`src/rtl/wb_regfile_if.sv`:
```
// W-stage commit fields in, decode read data and forwarding/count status out.
interface wb_regfile_if #(
    parameter int unsigned RD_Data_Width = 32,
    parameter int unsigned PC_Width      = 32,
    parameter int unsigned Address_Width = 5,
    parameter int unsigned Count_Width   = 32
) ();
    logic                     i_RegWrite_W;
    logic [1:0]               i_ResultSec_W;
    logic [RD_Data_Width-1:0] i_ALU_Res_W;
    logic [RD_Data_Width-1:0] i_ReadData_W;
    logic [PC_Width-1:0]      i_PCPluse4_W;
    logic [PC_Width-1:0]      i_PC_target_W;
    logic [Address_Width-1:0] i_Rd_W;
    logic [Address_Width-1:0] i_A1_D;
    logic [Address_Width-1:0] i_A2_D;
    logic [RD_Data_Width-1:0] o_RD1_D;
    logic [RD_Data_Width-1:0] o_RD2_D;
    logic [RD_Data_Width-1:0] o_Result_W;
    logic [Count_Width-1:0]   o_WB_Count;

    // Pipeline side: drives the W-stage fields and read indices.
    modport master (
        output i_RegWrite_W, i_ResultSec_W, i_ALU_Res_W, i_ReadData_W,
               i_PCPluse4_W, i_PC_target_W, i_Rd_W, i_A1_D, i_A2_D,
        input  o_RD1_D, o_RD2_D, o_Result_W, o_WB_Count
    );

    // Register file side.
    modport slave (
        input  i_RegWrite_W, i_ResultSec_W, i_ALU_Res_W, i_ReadData_W,
               i_PCPluse4_W, i_PC_target_W, i_Rd_W, i_A1_D, i_A2_D,
        output o_RD1_D, o_RD2_D, o_Result_W, o_WB_Count
    );
endinterface

```
`src/rtl/wb_regfile.sv`:
```
// Write-back stage: result select, 32-entry register file commit with
// same-cycle write-through bypass to the decode read ports, commit counter.
module wb_regfile #(
    parameter int unsigned RD_Data_Width = 32,
    parameter int unsigned PC_Width      = 32,
    parameter int unsigned Address_Width = 5,
    parameter int unsigned Count_Width   = 32
) (
    input  logic          clk,
    input  logic          rst,
    wb_regfile_if.slave   bus
);
    localparam int unsigned Depth = 2 ** Address_Width;

    logic [RD_Data_Width-1:0] regs_q [Depth];
    logic [Count_Width-1:0]   wb_count_q;
    logic [RD_Data_Width-1:0] result_c;
    logic                     commit_c;

    // Result select; PC-width sources are zero-extended.
    always_comb begin
        result_c = bus.i_ALU_Res_W;
        case (bus.i_ResultSec_W)
            2'b00:   result_c = bus.i_ALU_Res_W;
            2'b01:   result_c = bus.i_ReadData_W;
            2'b10:   result_c = RD_Data_Width'(bus.i_PCPluse4_W);
            2'b11:   result_c = RD_Data_Width'(bus.i_PC_target_W);
            default: result_c = bus.i_ALU_Res_W;
        endcase
    end

    // A commit only counts when it targets a real register (x0 writes vanish).
    always_comb begin
        commit_c = bus.i_RegWrite_W && (bus.i_Rd_W != '0);
    end

    // Register array: cleared on reset, written on a qualifying commit.
    always_ff @(posedge clk or negedge rst) begin
        if (!rst) begin
            for (int i = 0; i < int'(Depth); i++) begin
                regs_q[i] <= '0;
            end
        end else if (commit_c) begin
            regs_q[bus.i_Rd_W] <= result_c;
        end
    end

    // Committed-write counter, wraps silently.
    always_ff @(posedge clk or negedge rst) begin
        if (!rst) begin
            wb_count_q <= '0;
        end else if (commit_c) begin
            wb_count_q <= wb_count_q + Count_Width'(1);
        end
    end

    // Read ports: x0 reads zero, bypass the in-flight commit, else the array.
    always_comb begin
        bus.o_RD1_D = '0;
        bus.o_RD2_D = '0;
        if (rst) begin
            if (bus.i_A1_D == '0) begin
                bus.o_RD1_D = '0;
            end else if (commit_c && (bus.i_A1_D == bus.i_Rd_W)) begin
                bus.o_RD1_D = result_c;
            end else begin
                bus.o_RD1_D = regs_q[bus.i_A1_D];
            end
            if (bus.i_A2_D == '0) begin
                bus.o_RD2_D = '0;
            end else if (commit_c && (bus.i_A2_D == bus.i_Rd_W)) begin
                bus.o_RD2_D = result_c;
            end else begin
                bus.o_RD2_D = regs_q[bus.i_A2_D];
            end
        end
    end

    // Forwarding result is held at zero while reset is asserted.
    always_comb begin
        bus.o_Result_W = rst ? result_c : '0;
        bus.o_WB_Count = wb_count_q;
    end
endmodule
```
`src/flat_wrapper.sv`:
```
// flat-port wrapper written by rule: the top's interface ports become plain ports
module wb_regfile_flat 
#(
    parameter int unsigned RD_Data_Width = 32,
    parameter int unsigned PC_Width      = 32,
    parameter int unsigned Address_Width = 5,
    parameter int unsigned Count_Width   = 32
)
  (clk, rst, bus_i_RegWrite_W, bus_i_ResultSec_W, bus_i_ALU_Res_W, bus_i_ReadData_W, bus_i_PCPluse4_W, bus_i_PC_target_W, bus_i_Rd_W, bus_i_A1_D, bus_i_A2_D, bus_o_RD1_D, bus_o_RD2_D, bus_o_Result_W, bus_o_WB_Count);
  wb_regfile_if #(.RD_Data_Width(RD_Data_Width), .PC_Width(PC_Width), .Address_Width(Address_Width), .Count_Width(Count_Width)) bus_i ();
  input  logic clk;
  input  logic rst;
  input wire logic [$bits(bus_i.i_RegWrite_W)-1:0] bus_i_RegWrite_W;
  input wire logic [$bits(bus_i.i_ResultSec_W)-1:0] bus_i_ResultSec_W;
  input wire logic [$bits(bus_i.i_ALU_Res_W)-1:0] bus_i_ALU_Res_W;
  input wire logic [$bits(bus_i.i_ReadData_W)-1:0] bus_i_ReadData_W;
  input wire logic [$bits(bus_i.i_PCPluse4_W)-1:0] bus_i_PCPluse4_W;
  input wire logic [$bits(bus_i.i_PC_target_W)-1:0] bus_i_PC_target_W;
  input wire logic [$bits(bus_i.i_Rd_W)-1:0] bus_i_Rd_W;
  input wire logic [$bits(bus_i.i_A1_D)-1:0] bus_i_A1_D;
  input wire logic [$bits(bus_i.i_A2_D)-1:0] bus_i_A2_D;
  output wire logic [$bits(bus_i.o_RD1_D)-1:0] bus_o_RD1_D;
  output wire logic [$bits(bus_i.o_RD2_D)-1:0] bus_o_RD2_D;
  output wire logic [$bits(bus_i.o_Result_W)-1:0] bus_o_Result_W;
  output wire logic [$bits(bus_i.o_WB_Count)-1:0] bus_o_WB_Count;
  assign bus_i.i_RegWrite_W = bus_i_RegWrite_W;
  assign bus_i.i_ResultSec_W = bus_i_ResultSec_W;
  assign bus_i.i_ALU_Res_W = bus_i_ALU_Res_W;
  assign bus_i.i_ReadData_W = bus_i_ReadData_W;
  assign bus_i.i_PCPluse4_W = bus_i_PCPluse4_W;
  assign bus_i.i_PC_target_W = bus_i_PC_target_W;
  assign bus_i.i_Rd_W = bus_i_Rd_W;
  assign bus_i.i_A1_D = bus_i_A1_D;
  assign bus_i.i_A2_D = bus_i_A2_D;
  assign bus_o_RD1_D = bus_i.o_RD1_D;
  assign bus_o_RD2_D = bus_i.o_RD2_D;
  assign bus_o_Result_W = bus_i.o_Result_W;
  assign bus_o_WB_Count = bus_i.o_WB_Count;
  wb_regfile #(.RD_Data_Width(RD_Data_Width), .PC_Width(PC_Width), .Address_Width(Address_Width), .Count_Width(Count_Width)) u_core (.clk(clk), .rst(rst), .bus(bus_i));
endmodule
```
`config.mk`:
```
export PLATFORM = sky130hd
export DESIGN_NAME = wb_regfile_flat
export DESIGN_NICKNAME = d
export VERILOG_FILES = /design/src/rtl/wb_regfile_if.sv /design/src/rtl/wb_regfile.sv /design/src/flat_wrapper.sv
export SDC_FILE = /design/constraint.sdc
export NUM_CORES = 2
export LEC_CHECK = 0
export BUFFER_PORTS_ARGS = -buffer_cell sky130_fd_sc_hd__buf_2
export CORE_MARGIN = 4
export CORE_UTILIZATION = 62
export CTS_CLUSTER_SIZE = 30
export DETAILED_ROUTE_END_ITERATION = 12
export PLACE_DENSITY = 0.88
export SLEW_MARGIN = 20
export SYNTH_ARGS = -nofsm -noshare
export SYNTH_HDL_FRONTEND = slang
export SYNTH_SLANG_ARGS = --single-unit
```
`constraint.sdc`:
```
create_clock -name clk -period 3.6 [get_ports clk]
set_clock_uncertainty 0.15 [all_clocks]
set_input_delay 0.72 -clock clk [delete_from_list [all_inputs] [get_ports clk]]
set_output_delay 0.72 -clock clk [all_outputs]
set_load 0.02 [all_outputs]
```
==> summary.txt, run 1 <==
Cells after DPL = 6416
Last stage reached = 5_1_grt
Row cnt = 109
Post-Syn Nets = 5294
Port buffer count = 275
Synth Instances = 5145
Synth area leaders = dfrtp_1 (48%), mux4_2 (17%), o21ai_0 (10%)
Seq cells post-synth = 1056
Post-synth top flop = dfrtp_1
Final HPWL DP = 130000 µm
EDFF count, synth = 0
GP Congestion = 1.01
Largest net degree at the start of global routing = 179
Htree depth = 3
CTS root buf = clkbuf_16
Halt Reason = [ERROR GRT-0229] Vertical edge usage exceeds the maximum allowed. (34, 4) usage=65535 limit=2200
Post-synth top area share = 47.7%
Total CTS buffers = 105
Synthesized cell area = 55400 µm²
Chip width = 307 µm
Post-synthesis average cell area = 10.8 µm²
Sequential-to-total area share from yosys stat = 47.7%
Placed inst area = 60300 µm²
Vert. Die Dim = 307 µm
Async set or reset register ratio after synthesis = 100%
Crit. endpoint post-GRT repair = bus_o_RD1_D[13]
Clock buffer depth = 3
Initial Util = 62.6%
Io pins = 276
Worst EP kind = top-level output
Largest area contributor in the netlist = dfrtp_1
Syn. warnings = 0
Synth cell types = 58
Initial antenna violation count = 64
Clock sink total = 1056
Status = stopped before the end
==> cells in the mapped netlist (17+ instances only) <==
| master | instances |
|---|---|
| a21oi_1 | 85 |
| a221oi_1 | 24 |
| a32o_1 | 51 |
| and3_1 | 17 |
| buf_1 | 23 |
| buf_2 | 84 |
| clkbuf_1 | 421 |
| dfrtp_1 | 1056 |
| inv_1 | 36 |
| mux2_2 | 33 |
| mux2i_1 | 344 |
| mux4_2 | 417 |
| nand2_1 | 1082 |
| nand3_1 | 23 |
| nor2_1 | 49 |
| o21ai_0 | 1120 |
| o221ai_1 | 87 |
| xnor2_1 | 31 |
==> logic make-up after synthesis <==
| family | synth area share [%] |
|---|---|
| multiplexers | 24.0 |
| adder cells (fa/ha/maj) | 0.0226 |
| XOR/XNOR | 0.648 |
| AO/OA/AOI/OAI | 14.6 |
| buffers and inverters | 4.37 |
| AND/OR/NAND/NOR | 8.64 |
| flip-flops | 47.7 |
==> metrics by stage <==
stage          hold WS [ns]  setup slack, ns  setup TNS (ns)
4_1_cts               0.147          -0.0493          -0.156
3_5_place_dp          0.235           -0.228           -3.74
2_1_floorplan         0.274            0.160               0
3_3_place_gp          0.226           -0.195           -2.86
==> repair_timing <==
item / CTS
setup endpoints to repair: 60
resized for setup: 131
hold endpoints to repair: 1
gates cloned: 4
hold buffers: 1
setup buffers: 30
pin swaps: 16
==> run 2, diff against run 1 <==
Settings changed: CORE_UTILIZATION 62 to 40, CTS_CLUSTER_SIZE 30 to unset, PLACE_DENSITY 0.88 to unset, PLACE_DENSITY_LB_ADDON set to 0.15.
==> run 2 against run 1 <==
Net effect: synthesized cell count unchanged; the flow now finishes, with violations (hold timing, setup timing); synthesized area unchanged.
==> summary.txt, run 2 <==
Combinational Power Share = 22.5%
Vias = 44900
Htree depth = 3
Simple-gate share of the synthesized area = 8.64%
Critical Path End Type = output pin
Synthesized cell area = 55400 µm²
WP data arrival = 2.89 ns
Seq cells post-synth = 1056
Xor and xnor area share after synthesis = 0.648%
Drt total wl = 219000 µm
Gr ovfl total = 0
Met3 Usage GRT = 7.19%
Post-Syn Nets = 5294
First DRT Iteration DRCs = 4955
Port buffer count = 275
Most numerous cell in the Yosys netlist = o21ai_0
Final worst-path setup slack = -0.164 ns
First-pass GRT wire length = 316000 µm
Most flops, register = u_core.regs_q
Adder-cell area share of the yosys netlist = 0.0226%
Final hold violation count = 11
Top cells by count, synth = o21ai_0 (1120), nand2_1 (1082), dfrtp_1 (1056)
Tcrit/Tclk final = 105%
Net Sw Frac = 30.4%
Met2 usage = 44.1%
Chip width = 380 µm
Max cap viols = 0
FMAX = 266 MHz
EDFF count, synth = 0
Initial antenna violation count = 9
Worst setup SP type = flip-flop
Flip-flop count of the largest register after layout = 1024
Synth cell types = 58
Gr usage total = 29.7%
Post-synthesis average cell area = 10.8 µm²
Largest area contributor in the netlist = dfrtp_1
Mux contribution to synthesized area = 24.0%
Routed Antenna Nets = 0
Post-synth top area share = 47.7%
Status = finished with violations
Leak pwr = 31.1 nW
Cell mode on critical path = mux4_2
Share of layout cells above drive strength 1 = 29.8%
CTS tree = built
CTS root buf = clkbuf_16
Worst skew pair latency = 0.76 ns
Pwr dens = 548 nW/µm²
Drt first pass iters = 5
Synth Instances = 5145
Failing checks = hold timing, setup timing
Layout net count = 5661
Tot Pwr = 37.7 mW
Vert. Die Dim = 380 µm
Gr busiest metal = met2
Fraction of the mapped netlist area in compound gates = 14.6%
WS Path Type = reg2out
Die area = 145000 µm²
Top delay family on crit path = multiplexers
Clock buffer depth = 3
Largest family of logic cells by synthesized area = multiplexers
Final setup vio count = 10
Vias in the first global route = 43900
Post-Layout Cell Count = 7406
Async set or reset register ratio after synthesis = 100%
Synth area leaders = dfrtp_1 (48%), mux4_2 (17%), o21ai_0 (10%)
Psw = 11.5 mW
Max-slew headroom = 23.9%
Slew @ Worst Pin = 1.14 ns
Commonest non-fill, non-tap cell in the layout = nand2_1
Vias per Instance = 6.06
Min cycle time layout = 3.76 ns
Max-slew violations = 0
R2R cell count = 6
Highest-count cells in the layout ignoring fill and taps = nand2_1 (1058), dfrtp_1 (1056), o21ai_0 (1034)
Min Hold Slack = -0.0522 ns
WP data required = 2.73 ns
Critical Path Max Stage Delay = 0.54 ns
Met1 GRT Util = 43.3%
Sequential-to-total area share from yosys stat = 47.7%
CP bufs+invs = 1
DRC violations left = 0
GP Congestion = 0.861
Initial Util = 40.3%
Sequential power share = 43.1%
Crit path depth = 5
Clock sink total = 1056
Largest net degree at the start of global routing = 167
CP Cell Sequence = mux4_2 -> mux4_2 -> and3_4 -> a221o_1 -> buf_6
Clock power share = 34.4%
RSZ-0062 raised after global routing = true
Core footprint = 137000 µm²
Row cnt = 136
Final HPWL DP = 135000 µm
Internal power = 26.2 mW
Cells after DPL = 7075
DR WL/cell = 29.5 µm
Total CTS buffers = 119
Post-synth top flop = dfrtp_1
Area grow syn2layout = 24.1%
CP Max Fanout = 2
Io pins = 276
Syn. warnings = 0
VDD IR-drop max = 0.484 mV
Setup TNS Final = -0.588 ns
Slowest-stage cell, CP = mux4_2
Hold Crit Class = in2async
Worst slack at placement = -0.367 ns
Clock slew at reported path FFs = 0.06 ns
==> run 2: worst register-to-register path, stage by stage (launching register included) <==
cell and delay (ns):
dfrtp_1 0.41, ha_1 0.20, nand2_1 0.07, a2111oi_2 0.78, nand4_1 0.36, nand2b_1 0.27, xnor2_1 0.12
==> run 2: layer usage <==
metal	vias to the layer above	share of wire, %
met2	2103	44
met3	380	9.7
met1	22900	43
met5	-	0.020
li1	19500	-
met4	6	3.1
==> run 2: stage by stage <==
stage,area [µm²],hold WS (ns),util (%)
after CTS,67800,0.0463,49.3
after global placement,61700,0.228,44.9
after global routing,68800,0.0722,50.0
after floorplan,55400,0.274,-
final,68800,-0.0522,50.0
after detailed placement,61800,0.233,44.9
==> run 2: worst paths after layout <==
| kind | start | end | slack, ns |
|---|---|---|---|
| setup / recovery | u_core.regs_q[304] | bus_o_RD1_D[16] | -0.16 |
| hold / removal | rst | u_core.regs_q[238] | -0.05 |
| setup reg to reg | u_core.bus.o_WB_Count[0] | u_core.bus.o_WB_Count[26] | 1.11 |
| min in group clk | u_core.regs_q[1000] | u_core.regs_q[1000] | 0.24 |
| max in group asynchronous | rst | u_core.regs_q[832] | 0.62 |
| hold reg to reg | u_core.regs_q[1000] | u_core.regs_q[1000] | 0.24 |
==> run 2: power groups by stage <==
| stage | Sequential [mW] | Clock [mW] | Combinational (mW) |
|---|---|---|---|
| after CTS | 16.2 | 13.1 | 8.23 |
| after detailed placement | 16.4 | 0 | 7.82 |
| final | 16.2 | 12.9 | 8.47 |
| after floorplan | 15.8 | 0 | 5.29 |
| after global placement | 16.2 | 0 | 7.66 |
| after global routing | 16.5 | 13.6 | 9.30 |
==> run 2: layout make-up <==
class                      count  area, µm²
fill                       12400      68700
multi-input combinational   3503      27700
sequential                  1056      26400
timing repair buffer         794       8070
clock buffer                 169       3430
tap                         1794       2240
clock inverter                50        702
inverter                      38        145
antenna                        2       5.00
==> run 2: cell families after synthesis <==
| logic type | after synthesis |
|---|---|
| flops | 1056 |
| mux | 801 |
| xor+xnor | 41 |
| simple gates | 1219 |
| compound gates | 1440 |
| buf+inv | 587 |
| fa+ha+maj | 1 |
==> run 2: timing repair <==
item	in CTS	in global routing
endpoints found under the hold margin	103	0
setup endpoints to repair	64	63
resized for setup	263	117
pin swaps	25	39
gates cloned	21	11
hold buffers	1	0
buffers inserted	43	43
Power figures use the tool's default switching activity.
